==> src/rtl/ps2_line_editor.sv <==
`default_nettype none
// ============================================================================
// Module   : ps2_line_editor
// Purpose  : PS/2 make-code driven line buffer with cursor, backspace,
//            Enter-clear and a registered character read port for VGA text.
// Option   : LINE_EDITOR_AUTOWRAP_EN - a printable key on a full line clears
//            the line and restarts it with that key.
// Revision : 1.0 - initial release
// ============================================================================
module ps2_line_editor #(
   parameter int LINE_LENGTH = 16,
   parameter int COL_WIDTH   = 5
) (
   input  logic                 clock,
   input  logic                 reset,
   input  logic [7:0]           PS2_code,
   input  logic                 PS2_code_ready,
   input  logic                 PS2_make_code,
   input  logic [COL_WIDTH-1:0] rd_col,
   output logic [5:0]           rd_char_address,
   output logic [COL_WIDTH-1:0] cursor_pos,
   output logic                 line_full,
   output logic                 busy,
   output logic                 key_accepted
);

   localparam logic [COL_WIDTH-1:0] c_LEN   = COL_WIDTH'(LINE_LENGTH);
   localparam logic [COL_WIDTH-1:0] c_LAST  = COL_WIDTH'(LINE_LENGTH - 1);
   localparam logic [COL_WIDTH-1:0] c_ONE   = COL_WIDTH'(1);
   localparam logic [5:0]           c_SPACE = 6'o40;

   typedef enum logic [1:0] {
      S_IDLE  = 2'd0,
      S_CLEAR = 2'd1
`ifdef LINE_EDITOR_AUTOWRAP_EN
      ,S_WRAP = 2'd2
`endif
   } state_t;

   state_t                 state_q, state_d;
   logic [COL_WIDTH-1:0]   cursor_q, cursor_d;
   logic [COL_WIDTH-1:0]   idx_q, idx_d;
   logic                   ready_q;
   logic [5:0]             buf_q [LINE_LENGTH];
   logic [5:0]             rd_q, rd_d;
   logic                   full_q, busy_q, acc_q, acc_d;
`ifdef LINE_EDITOR_AUTOWRAP_EN
   logic [5:0]             pending_q, pending_d;
   logic                   wrap_q, wrap_d;
`endif

   logic                   key_ev;
   logic [5:0]             dec_code;
   logic                   dec_print, dec_bs, dec_enter;
   logic                   wr_en;
   logic [COL_WIDTH-1:0]   wr_idx;
   logic [5:0]             wr_data;

   assign key_ev = PS2_code_ready & ~ready_q & PS2_make_code;

   always_comb begin
      dec_code  = c_SPACE;
      dec_print = 1'b1;
      dec_bs    = 1'b0;
      dec_enter = 1'b0;
      case (PS2_code)
         8'h45: dec_code = 6'o60;   8'h16: dec_code = 6'o61;
         8'h1E: dec_code = 6'o62;   8'h26: dec_code = 6'o63;
         8'h25: dec_code = 6'o64;   8'h2E: dec_code = 6'o65;
         8'h36: dec_code = 6'o66;   8'h3D: dec_code = 6'o67;
         8'h3E: dec_code = 6'o70;   8'h46: dec_code = 6'o71;
         8'h1C: dec_code = 6'd1;    8'h32: dec_code = 6'd2;
         8'h21: dec_code = 6'd3;    8'h23: dec_code = 6'd4;
         8'h24: dec_code = 6'd5;    8'h2B: dec_code = 6'd6;
         8'h34: dec_code = 6'd7;    8'h33: dec_code = 6'd8;
         8'h43: dec_code = 6'd9;    8'h3B: dec_code = 6'd10;
         8'h42: dec_code = 6'd11;   8'h4B: dec_code = 6'd12;
         8'h3A: dec_code = 6'd13;   8'h31: dec_code = 6'd14;
         8'h44: dec_code = 6'd15;   8'h4D: dec_code = 6'd16;
         8'h15: dec_code = 6'd17;   8'h2D: dec_code = 6'd18;
         8'h1B: dec_code = 6'd19;   8'h2C: dec_code = 6'd20;
         8'h3C: dec_code = 6'd21;   8'h2A: dec_code = 6'd22;
         8'h1D: dec_code = 6'd23;   8'h22: dec_code = 6'd24;
         8'h35: dec_code = 6'd25;   8'h1A: dec_code = 6'd26;
         8'h29: dec_code = c_SPACE;
         8'h66: begin dec_print = 1'b0; dec_bs    = 1'b1; end
         8'h5A: begin dec_print = 1'b0; dec_enter = 1'b1; end
         default: dec_print = 1'b0;
      endcase
   end

   always_comb begin
      state_d  = state_q;
      cursor_d = cursor_q;
      idx_d    = idx_q;
      acc_d    = 1'b0;
      wr_en    = 1'b0;
      wr_idx   = cursor_q;
      wr_data  = c_SPACE;
`ifdef LINE_EDITOR_AUTOWRAP_EN
      pending_d = pending_q;
      wrap_d    = wrap_q;
`endif
      case (state_q)
         S_IDLE: begin
            if (key_ev) begin
               if (dec_print && (cursor_q < c_LEN)) begin
                  wr_en    = 1'b1;
                  wr_data  = dec_code;
                  cursor_d = cursor_q + c_ONE;
                  acc_d    = 1'b1;
               end
`ifdef LINE_EDITOR_AUTOWRAP_EN
               else if (dec_print) begin
                  pending_d = dec_code;
                  wrap_d    = 1'b1;
                  idx_d     = '0;
                  state_d   = S_CLEAR;
                  acc_d     = 1'b1;
               end
`endif
               else if (dec_bs && (cursor_q != '0)) begin
                  wr_en    = 1'b1;
                  wr_idx   = cursor_q - c_ONE;
                  cursor_d = cursor_q - c_ONE;
                  acc_d    = 1'b1;
               end else if (dec_enter) begin
                  idx_d   = '0;
                  state_d = S_CLEAR;
                  acc_d   = 1'b1;
               end
            end
         end
         S_CLEAR: begin
            wr_en  = 1'b1;
            wr_idx = idx_q;
            idx_d  = idx_q + c_ONE;
            if (idx_q == c_LAST) begin
               idx_d    = '0;
               cursor_d = '0;
               state_d  = S_IDLE;
`ifdef LINE_EDITOR_AUTOWRAP_EN
               if (wrap_q) state_d = S_WRAP;
`endif
            end
         end
`ifdef LINE_EDITOR_AUTOWRAP_EN
         S_WRAP: begin
            wr_en    = 1'b1;
            wr_idx   = '0;
            wr_data  = pending_q;
            cursor_d = c_ONE;
            wrap_d   = 1'b0;
            state_d  = S_IDLE;
         end
`endif
         default: state_d = S_IDLE;
      endcase
   end

   // Out-of-range columns fall through to the space default.
   always_comb begin
      rd_d = c_SPACE;
      for (int i = 0; i < LINE_LENGTH; i++) begin
         if (rd_col == COL_WIDTH'(i)) rd_d = buf_q[i];
      end
   end

   always_ff @(posedge clock) begin
      if (reset) begin
         state_q  <= S_IDLE;
         cursor_q <= '0;
         idx_q    <= '0;
         ready_q  <= 1'b0;
         rd_q     <= c_SPACE;
         full_q   <= 1'b0;
         busy_q   <= 1'b0;
         acc_q    <= 1'b0;
         for (int i = 0; i < LINE_LENGTH; i++) buf_q[i] <= c_SPACE;
`ifdef LINE_EDITOR_AUTOWRAP_EN
         pending_q <= c_SPACE;
         wrap_q    <= 1'b0;
`endif
      end else begin
         state_q  <= state_d;
         cursor_q <= cursor_d;
         idx_q    <= idx_d;
         ready_q  <= PS2_code_ready;
         rd_q     <= rd_d;
         full_q   <= (cursor_d == c_LEN);
         busy_q   <= (state_d == S_CLEAR);
         acc_q    <= acc_d;
         for (int i = 0; i < LINE_LENGTH; i++) begin
            if (wr_en && (wr_idx == COL_WIDTH'(i))) buf_q[i] <= wr_data;
         end
`ifdef LINE_EDITOR_AUTOWRAP_EN
         pending_q <= pending_d;
         wrap_q    <= wrap_d;
`endif
      end
   end

   assign rd_char_address = rd_q;
   assign cursor_pos      = cursor_q;
   assign line_full       = full_q;
   assign busy            = busy_q;
   assign key_accepted    = acc_q;

endmodule
`default_nettype wire

==> config.mk <==
export PLATFORM = sky130hd
export DESIGN_NAME = ps2_line_editor
export DESIGN_NICKNAME = d
export VERILOG_FILES = /design/src/rtl/ps2_line_editor.sv
export SDC_FILE = /design/constraint.sdc
export NUM_CORES = 1
export LEC_CHECK = 0
export CAP_MARGIN = 30
export CORE_MARGIN = 4
export CORE_UTILIZATION = 35
export CTS_CLUSTER_DIAMETER = 50
export CTS_CLUSTER_SIZE = 8
export DETAILED_ROUTE_END_ITERATION = 7
export SKIP_CTS_REPAIR_TIMING = 1
export SLEW_MARGIN = 15
export SYNTH_ARGS = -nofsm -noshare
export SYNTH_HDL_FRONTEND = slang
export SYNTH_SLANG_ARGS = --single-unit
==> constraint.sdc <==
create_clock -name clock -period 7.7 [get_ports clock]
set_input_delay 1.155 -clock clock [delete_from_list [all_inputs] [get_ports clock]]
set_output_delay 1.155 -clock clock [all_outputs]
set_load 0.005 [all_outputs]
; Yosys cells after proc, flatten, opt, wreduce, memory -nomap -nowiden
; Memories as Yosys holds them, arrays and structs flattened.
; Index checks and enable logic that the tools add are counted.
[word_totals]
register_bits = 22
latchBits = 0
mem_bits_rw = 96
mem_bits_ro = 0
inputBits = 17
output_inout_bits = 14
elab_cells = 253
memories = 1
[op_classes]
addsub = 3
mul = 0
div = 0
magnitude_cmp = 1
n_eq_ne = 77
shift = 0
n_mux = 116
bitwise_logic = 21
n_reduce_logical = 26
[memory_table]
columns = name, depth, width, rd, rd_clocked_by_memory_dff, wr, line
row1 = buf_q, 16, 6, 16, 0, 16, 44  ; logic [5:0] buf_q [LINE_LENGTH];
[ops]
columns = operator, n
row1 = one-hot mux 6 bit (36 select lines), 1
row2 = 2-to-1 mux 6 bit, 35
row3 = "equality test 8 x 6 -> 1 bit, second input constant", 23
row4 = "equality test 5 x 4 -> 1 bit, second input constant", 17
row5 = "equality test 8 x 7 -> 1 bit, second input constant", 9
row6 = 2-to-1 mux 1 bit, 59
row7 = "equality test 8 x 5 -> 1 bit, second input constant", 7
row8 = 2-to-1 mux 5 bit, 11
row9 = "equality test 5 x 3 -> 1 bit, second input constant", 8
row10 = OR reduction 37 bit, 1
row11 = one-hot mux 5 bit (2 select lines), 3
row12 = "equality test 5 x 2 -> 1 bit, second input constant", 4
row13 = logical AND 1 bit, 18
row14 = OR 1 bit, 16
row15 = "adder 5 x 1 -> 5 bit, second input constant", 2
row16 = "equality test 5 x 1 -> 1 bit, second input constant", 2
row17 = zero test 5 bit, 2
row18 = 2-to-1 mux 2 bit, 5
row19 = "!= test 2 bit, second input constant", 4
row20 = "equality test 5 bit, second input constant", 1
row21 = "less-than comparator 5 bit, second input constant", 1
row22 = AND reduction 5 bit, 1
row23 = nonzero test 5 bit, 1
row24 = "subtractor 5 x 1 -> 5 bit, second input constant", 1
row25 = 8 further kinds, 12

; Depth between registers and ports, before layout
; Gate-level depths: netlist (run 1).
[depth]
ltp_word = 17
mapped_depth = 12

; Worst setup path before layout (run 1)
; OpenSTA, ideal clock, no wires.
[synth_path]
path_kind = input to register
startpoint = in PS2_code[2]
endpoint = mem buf_q[8][0], in the netlist buf_q[1][0], enable pin
setup_ps = 360
arrival_ps = 3294
required_ps = 7340
path_slack_ps = 4046
stages = 10
n_path_buf = 2
path_cell_list = buf_2 nand4bb_1 nor4_4 nand4_1 o21a_1 o22ai_1 nor2b_1 clkbuf_1 nand2_1 o21bai_1
[synth_rtl]
columns = element, line
row1 = from (decl), 16  ; input logic [7:0] PS2_code,
row2 = to (decl), 44

==> results_dict.tcl, run 1 <==
set metrics [dict create \
    finalSetupTns_ps 0 \
    area_growth_pct 15.18 \
    top_layer "met4" \
    drt-vias-per-instance 5.910 \
    dr.first_iter.drc_count 525 \
    wl_met3_um 1249 \
    hold_class "reg -> reg" \
    die_w_um 145.2 \
    ir_drop_mv 0.1518 \
    grt_overflow 0 \
    crit_chain "clkdlybuf4s50_1, nand4bb_1, nor4_4, nand3_1, o21a_1, o22a_1, nor2_1, nand2_1, o21bai_1" \
    mostFrequentLayoutCells "nor2_1 (105), edfxtp_1 (96), nand2_1 (57)" \
    placedInstanceArea_mm2 0.007010 \
    cts_buffer_depth 2 \
    async_flop_share 0 \
    synth-warning-count 0 \
    holdWs_ps 494.3 \
    htree_levels 4 \
    max_cap_viol_count 0 \
    io_pins 31 \
    cts.sinks 118 \
    dr.pass1.iters 5 \
    core-area_mm2 0.01821 \
    design_area_mm2 0.007585 \
    std_cell_rows 49 \
    drc 0 \
    startpoint_type "primary input" \
    nNetsFinal 691 \
    cp_max_fo 28 \
    die_area_mm2 0.02107 \
    ys_seq_area_frac 0.5047 \
    clock_latency_ps 410 \
    synth_top_flop_cell "edfxtp_1" \
    layout_setup_ws_ps 2858 \
    fmax_mhz 206.5 \
    met1_length_um 8084 \
    avgSynthCellArea_um2 9.962 \
    wl_met2_um 8487 \
    num_vias 5396 \
    p_leak_uw 0.002479 \
    outcome "finished clean" \
    tightest_slew_ps 946.8 \
    powerDensity_mw_per_mm2 213.2 \
    antenna_found_initial 0 \
    setup_viol 0 \
    grt_pass1_vias 5325 \
    synth_edf_count 96 \
    cp.required_ps 7740 \
    cts_tree "yes" \
    drive_gt1_frac 0.1009 \
    fin_skew_ps 8.380 \
    syn_nets 681 \
    ys_ff_latch 118 \
    port_buffers 30 \
    rsz0062_at_grt "false" \
    grtUsageTotal 0.1726 \
    endpoint_kind "flop" \
    gp_congestion 0.8970 \
    grt_pass1_wl_um 29190 \
    cts.reportedPaths.clkPinSlew_ps 50 \
    place_ws_ps 2452 \
    drt-total-wl_um 18220 \
    slowest_stage "clkdlybuf4s50_1" \
    critPathKind "in -> reg" \
    cts_made_buffers 17 \
    grt_max_degree 41 \
    slew_headroom 0.3669 \
    start_util 0.3616 \
    postLayoutCoreUtil 0.4165 \
    worst_path_largest_cell_delay_ps 1090 \
    diodes 0 \
    fin_crit_ps 4842 \
    final_hold_viol_count 0 \
    synth_area_mm2 0.006585 \
    slew_violations 0 \
    layout_commonest_cell "nor2_1" \
    period_share 0.6288 \
    wire_per_inst_um 19.96 \
    cts_root_buf "clkbuf_16" \
    dp_hpwl_um 12690 \
    synthCells 661 \
    ant_nets 0 \
    cp.arrival_ps 4880 \
    fp.dieH_um 145.2 \
    ys_types 84 \
]
-- sequential cells by signal, summed over array words and instances (netlist names) --
register / count
key_accepted: 1
ready_q: 1
idx_q: 5
line_full: 1
cursor_pos: 5
state_q: 2
rd_char_address: 6
busy: 1
buf_q: 96
-- worst max-delay path: cells and delay by family --
family | cells | cell delay (ps)
buffers and inverters | 1 | 1090
AND/OR/NAND/NOR | 5 | 1750
AO/OA/AOI/OAI | 3 | 870
-- layout make-up --
cell class | instances | area (um2)
multi-input combinational | 476 | 2973
tap | 229 | 286.5
inverter | 22 | 82.58
clock inverter | 10 | 130.1
clock buffer | 22 | 444.2
timing repair buffer | 36 | 345.3
fill | 1725 | 10620
sequential | 118 | 3323
-- cell families after synthesis --
family / Yosys count / share of synthesized area
AND/OR/NAND/NOR: 285 / 0.2191
flip-flops: 118 / 0.5047
XOR/XNOR: 3 / 0.003991
adder cells (fa/ha/maj): 3 / 0.005701
other: 1 / 0.0005695
multiplexers: 23 / 0.04712
AO/OA/AOI/OAI: 161 / 0.1739
buffers and inverters: 67 / 0.04503
-- worst paths after layout --
path                             from                            end  slack [ps]  cells after the start
min            buf_q[1][47]$_DFFE_PP_  rd_char_address[5]$_SDFF_PP1_         490                      1
max reg2reg  cursor_pos[0]$_SDFF_PP0_      buf_q[0][5]$_SDFFCE_PN1P_        4100                     10
max                       PS2_code[2]     buf_q[0][36]$_SDFFCE_PN0P_        2860                      9
min reg2reg    buf_q[1][47]$_DFFE_PP_  rd_char_address[5]$_SDFF_PP1_         490                      1
-- where the power goes --
group / internal [uW] / switching, uW / leakage, uW
Clock: 505 / 269 / 0.000279
Combinational: 46.9 / 83.8 / 0.00108
Sequential: 705 / 7.50 / 0.00112
-- cells in the mapped netlist, types with 13 or more instances --
library cell / count / share of area
nor2_1: 105 / 0.060
nor3_1: 17 / 0.013
nor2b_1: 14 / 0.013
inv_1: 22 / 0.013
nand2_1: 57 / 0.032
edfxtp_1: 96 / 0.44
clkbuf_1: 25 / 0.014
mux2i_1: 13 / 0.020
a21oi_1: 31 / 0.024
dfxtp_1: 22 / 0.067
o21ai_0: 22 / 0.017
nand3_1: 21 / 0.016
-- metrics by stage --
step	total power (uW)	cells
floorplan	811.7	661
global placement	854.1	881
detailed placement	854.6	881
CTS	1620	913
global route	1668	913
finish	1617	913
-- layer usage --
| metal | GRT usage | up-vias |
|---|---|---|
| met5 | 0 | - |
| met4 | 0.06220 | 0 |
| met3 | 0.04054 | 32 |
| met2 | 0.2746 | 227 |
| met1 | 0.2316 | 2646 |
| li1 | - | 2491 |
Power figures use the tool's default switching activity.
==> inputs of run 2 (changes only) <==
==> constraint.sdc (replaced) <==
create_clock -name clock -period 4.6 [get_ports clock]
set_input_delay 0.69 -clock clock [delete_from_list [all_inputs] [get_ports clock]]
set_output_delay 0.69 -clock clock [all_outputs]
set_load 0.005 [all_outputs]
==> run 2 against run 1 <==
Final cell count is 2.4% higher; non-clock buffer count increased by 22; wire length increased by 1.5%; setup slack got worse by 2100 ps; utilization is 1.3 points higher; worst hold slack improved by 9.7 ps; global-route usage up 0.16 points; final area rose by 3.2%; sequential power is 67% higher; largest power group unchanged; highest routed layer unchanged.
==> results_dict.tcl, run 2 (same netlist as run 1, synthesis figures left out) <==
set metrics [dict create \
    slew_headroom 0.3580 \
    antenna_found_initial 0 \
    finalNonFillerCells 935 \
    max_cap_viol_count 0 \
    layout_setup_ws_ps 720.6 \
    fin_skew_ps 5.719 \
    gp_congestion 0.9011 \
    n_fill_cell 1719 \
    area_growth_pct 18.91 \
    layout_commonest_cell "nor2_1" \
    die_w_um 145.2 \
    ant_nets 0 \
    critPathKind "in -> reg" \
    mostFrequentLayoutCells "nor2_1 (105), edfxtp_1 (96), nand2_1 (57)" \
    start_util 0.3616 \
    grt_max_degree 40 \
    ir_drop_mv 0.2350 \
    drt-vias-per-instance 5.852 \
    hold_class "reg -> reg" \
    drc 0 \
    nNetsFinal 713 \
    clock_latency_ps 410 \
    std_cell_rows 49 \
    tightest_slew_ps 959.7 \
    cp.arrival_ps 3930 \
    grt_pass1_vias 5183 \
    final_hold_viol_count 0 \
    fmax_mhz 257.8 \
    core-area_mm2 0.01821 \
    rsz0062_at_grt "false" \
    cts_tree "yes" \
    fp.dieH_um 145.2 \
    drive_gt1_frac 0.1360 \
    slew_violations 0 \
    finalSetupTns_ps 0 \
    die_area_mm2 0.02107 \
    wire_per_inst_um 19.77 \
    period_share 0.8434 \
    cts.reportedPaths.clkPinSlew_ps 60 \
    dp_hpwl_um 13010 \
    grtUsageTotal 0.1742 \
    cts.sinks 118 \
    dr.pass1.iters 5 \
    place_inst 903 \
    cts_root_buf "clkbuf_16" \
    place_ws_ps 324.5 \
    setup_viol 0 \
    diodes 0 \
    endpoint_kind "flop" \
    io_pins 31 \
    grt_overflow 0 \
    htree_levels 4 \
    top_register "buf_q" \
    cp_max_fo 15 \
    cp.required_ps 4650 \
    powerDensity_mw_per_mm2 362.4 \
    p_leak_uw 0.002616 \
    fin_crit_ps 3879 \
    outcome "finished clean" \
    dr.first_iter.drc_count 500 \
    startpoint_type "primary input" \
    grt_pass1_wl_um 29170 \
    rrSetupSlack_ps 1030 \
    num_vias 5472 \
    cts_made_buffers 17 \
    cts_buffer_depth 2 \
    drt-total-wl_um 18490 \
    largest_register_ffs 96 \
    port_buffers 30 \
]
## run 2: cell types whose count changed in the layout (fill, tap and decap cells not counted), moves of 2 or more
| cell | previous run | this run |
|---|---|---|
| clkinvlp_4 | 1 | 4 |
| clkbuf_1 | 5 | 0 |
| clkbuf_8 | 0 | 2 |
| buf_4 | 6 | 27 |
## run 2: per-stage QoR
step	instance area, um2	hold WS [ps]	util	power (uW)
global placement	7199	487.2	0.3954	1440
detailed placement	7199	486.8	0.3954	1441
finish	7830	504.0	0.4300	2838
floorplan	6585	459.8	-	1359
global route	7830	522.8	0.4300	2919
CTS	7830	508.0	0.4300	2846
## run 2: cell type report
type                       count  area, um2  share of cell area
multi-input combinational    476       2984              0.3811
timing repair buffer          58      523.0             0.06679
inverter                      22      82.58             0.01055
clock inverter                13      177.7             0.02269
sequential                   118       3323              0.4244
clock buffer                  19      452.9             0.05785
tap                          229      286.5             0.03659
## run 2: per-layer routing
metal / track usage / routed length, um
met1: 0.2406 / 8057
met2: 0.2718 / 8576
met3: 0.04272 / 1410
met4: 0.05461 / 442
met5: 0 / 0
## run 2: critical path, stage by stage
cell and delay, ps:
clkdlybuf4s50_1 790, nand4bb_1 330, nor4_4 530, nand4_1 150
o21a_1 130, o22ai_1 280, nor2b_1 360, nand2_1 190
o21bai_1 480
## run 2: final timing paths
| path | from | to | depth (start not counted) |
|---|---|---|---|
| setup / recovery | PS2_code[6] | buf_q[1][4]$_SDFFCE_PN0P_ | 9 |
| hold / removal | buf_q[1][47]$_DFFE_PP_ | rd_char_address[5]$_SDFF_PP1_ | 1 |
| setup reg to reg | cursor_pos[0]$_SDFF_PP0_ | buf_q[1][4]$_SDFFCE_PN0P_ | 10 |
| hold reg to reg | buf_q[1][47]$_DFFE_PP_ | rd_char_address[5]$_SDFF_PP1_ | 1 |
## run 2: power by group
part | internal (uW) | leakage [uW] | total (uW) | switching (uW)
Sequential | 1180 | 0.00112 | 1190 | 13.2
Combinational | 86.9 | 0.00120 | 229 | 142
Clock | 931 | 0.000299 | 1410 | 484
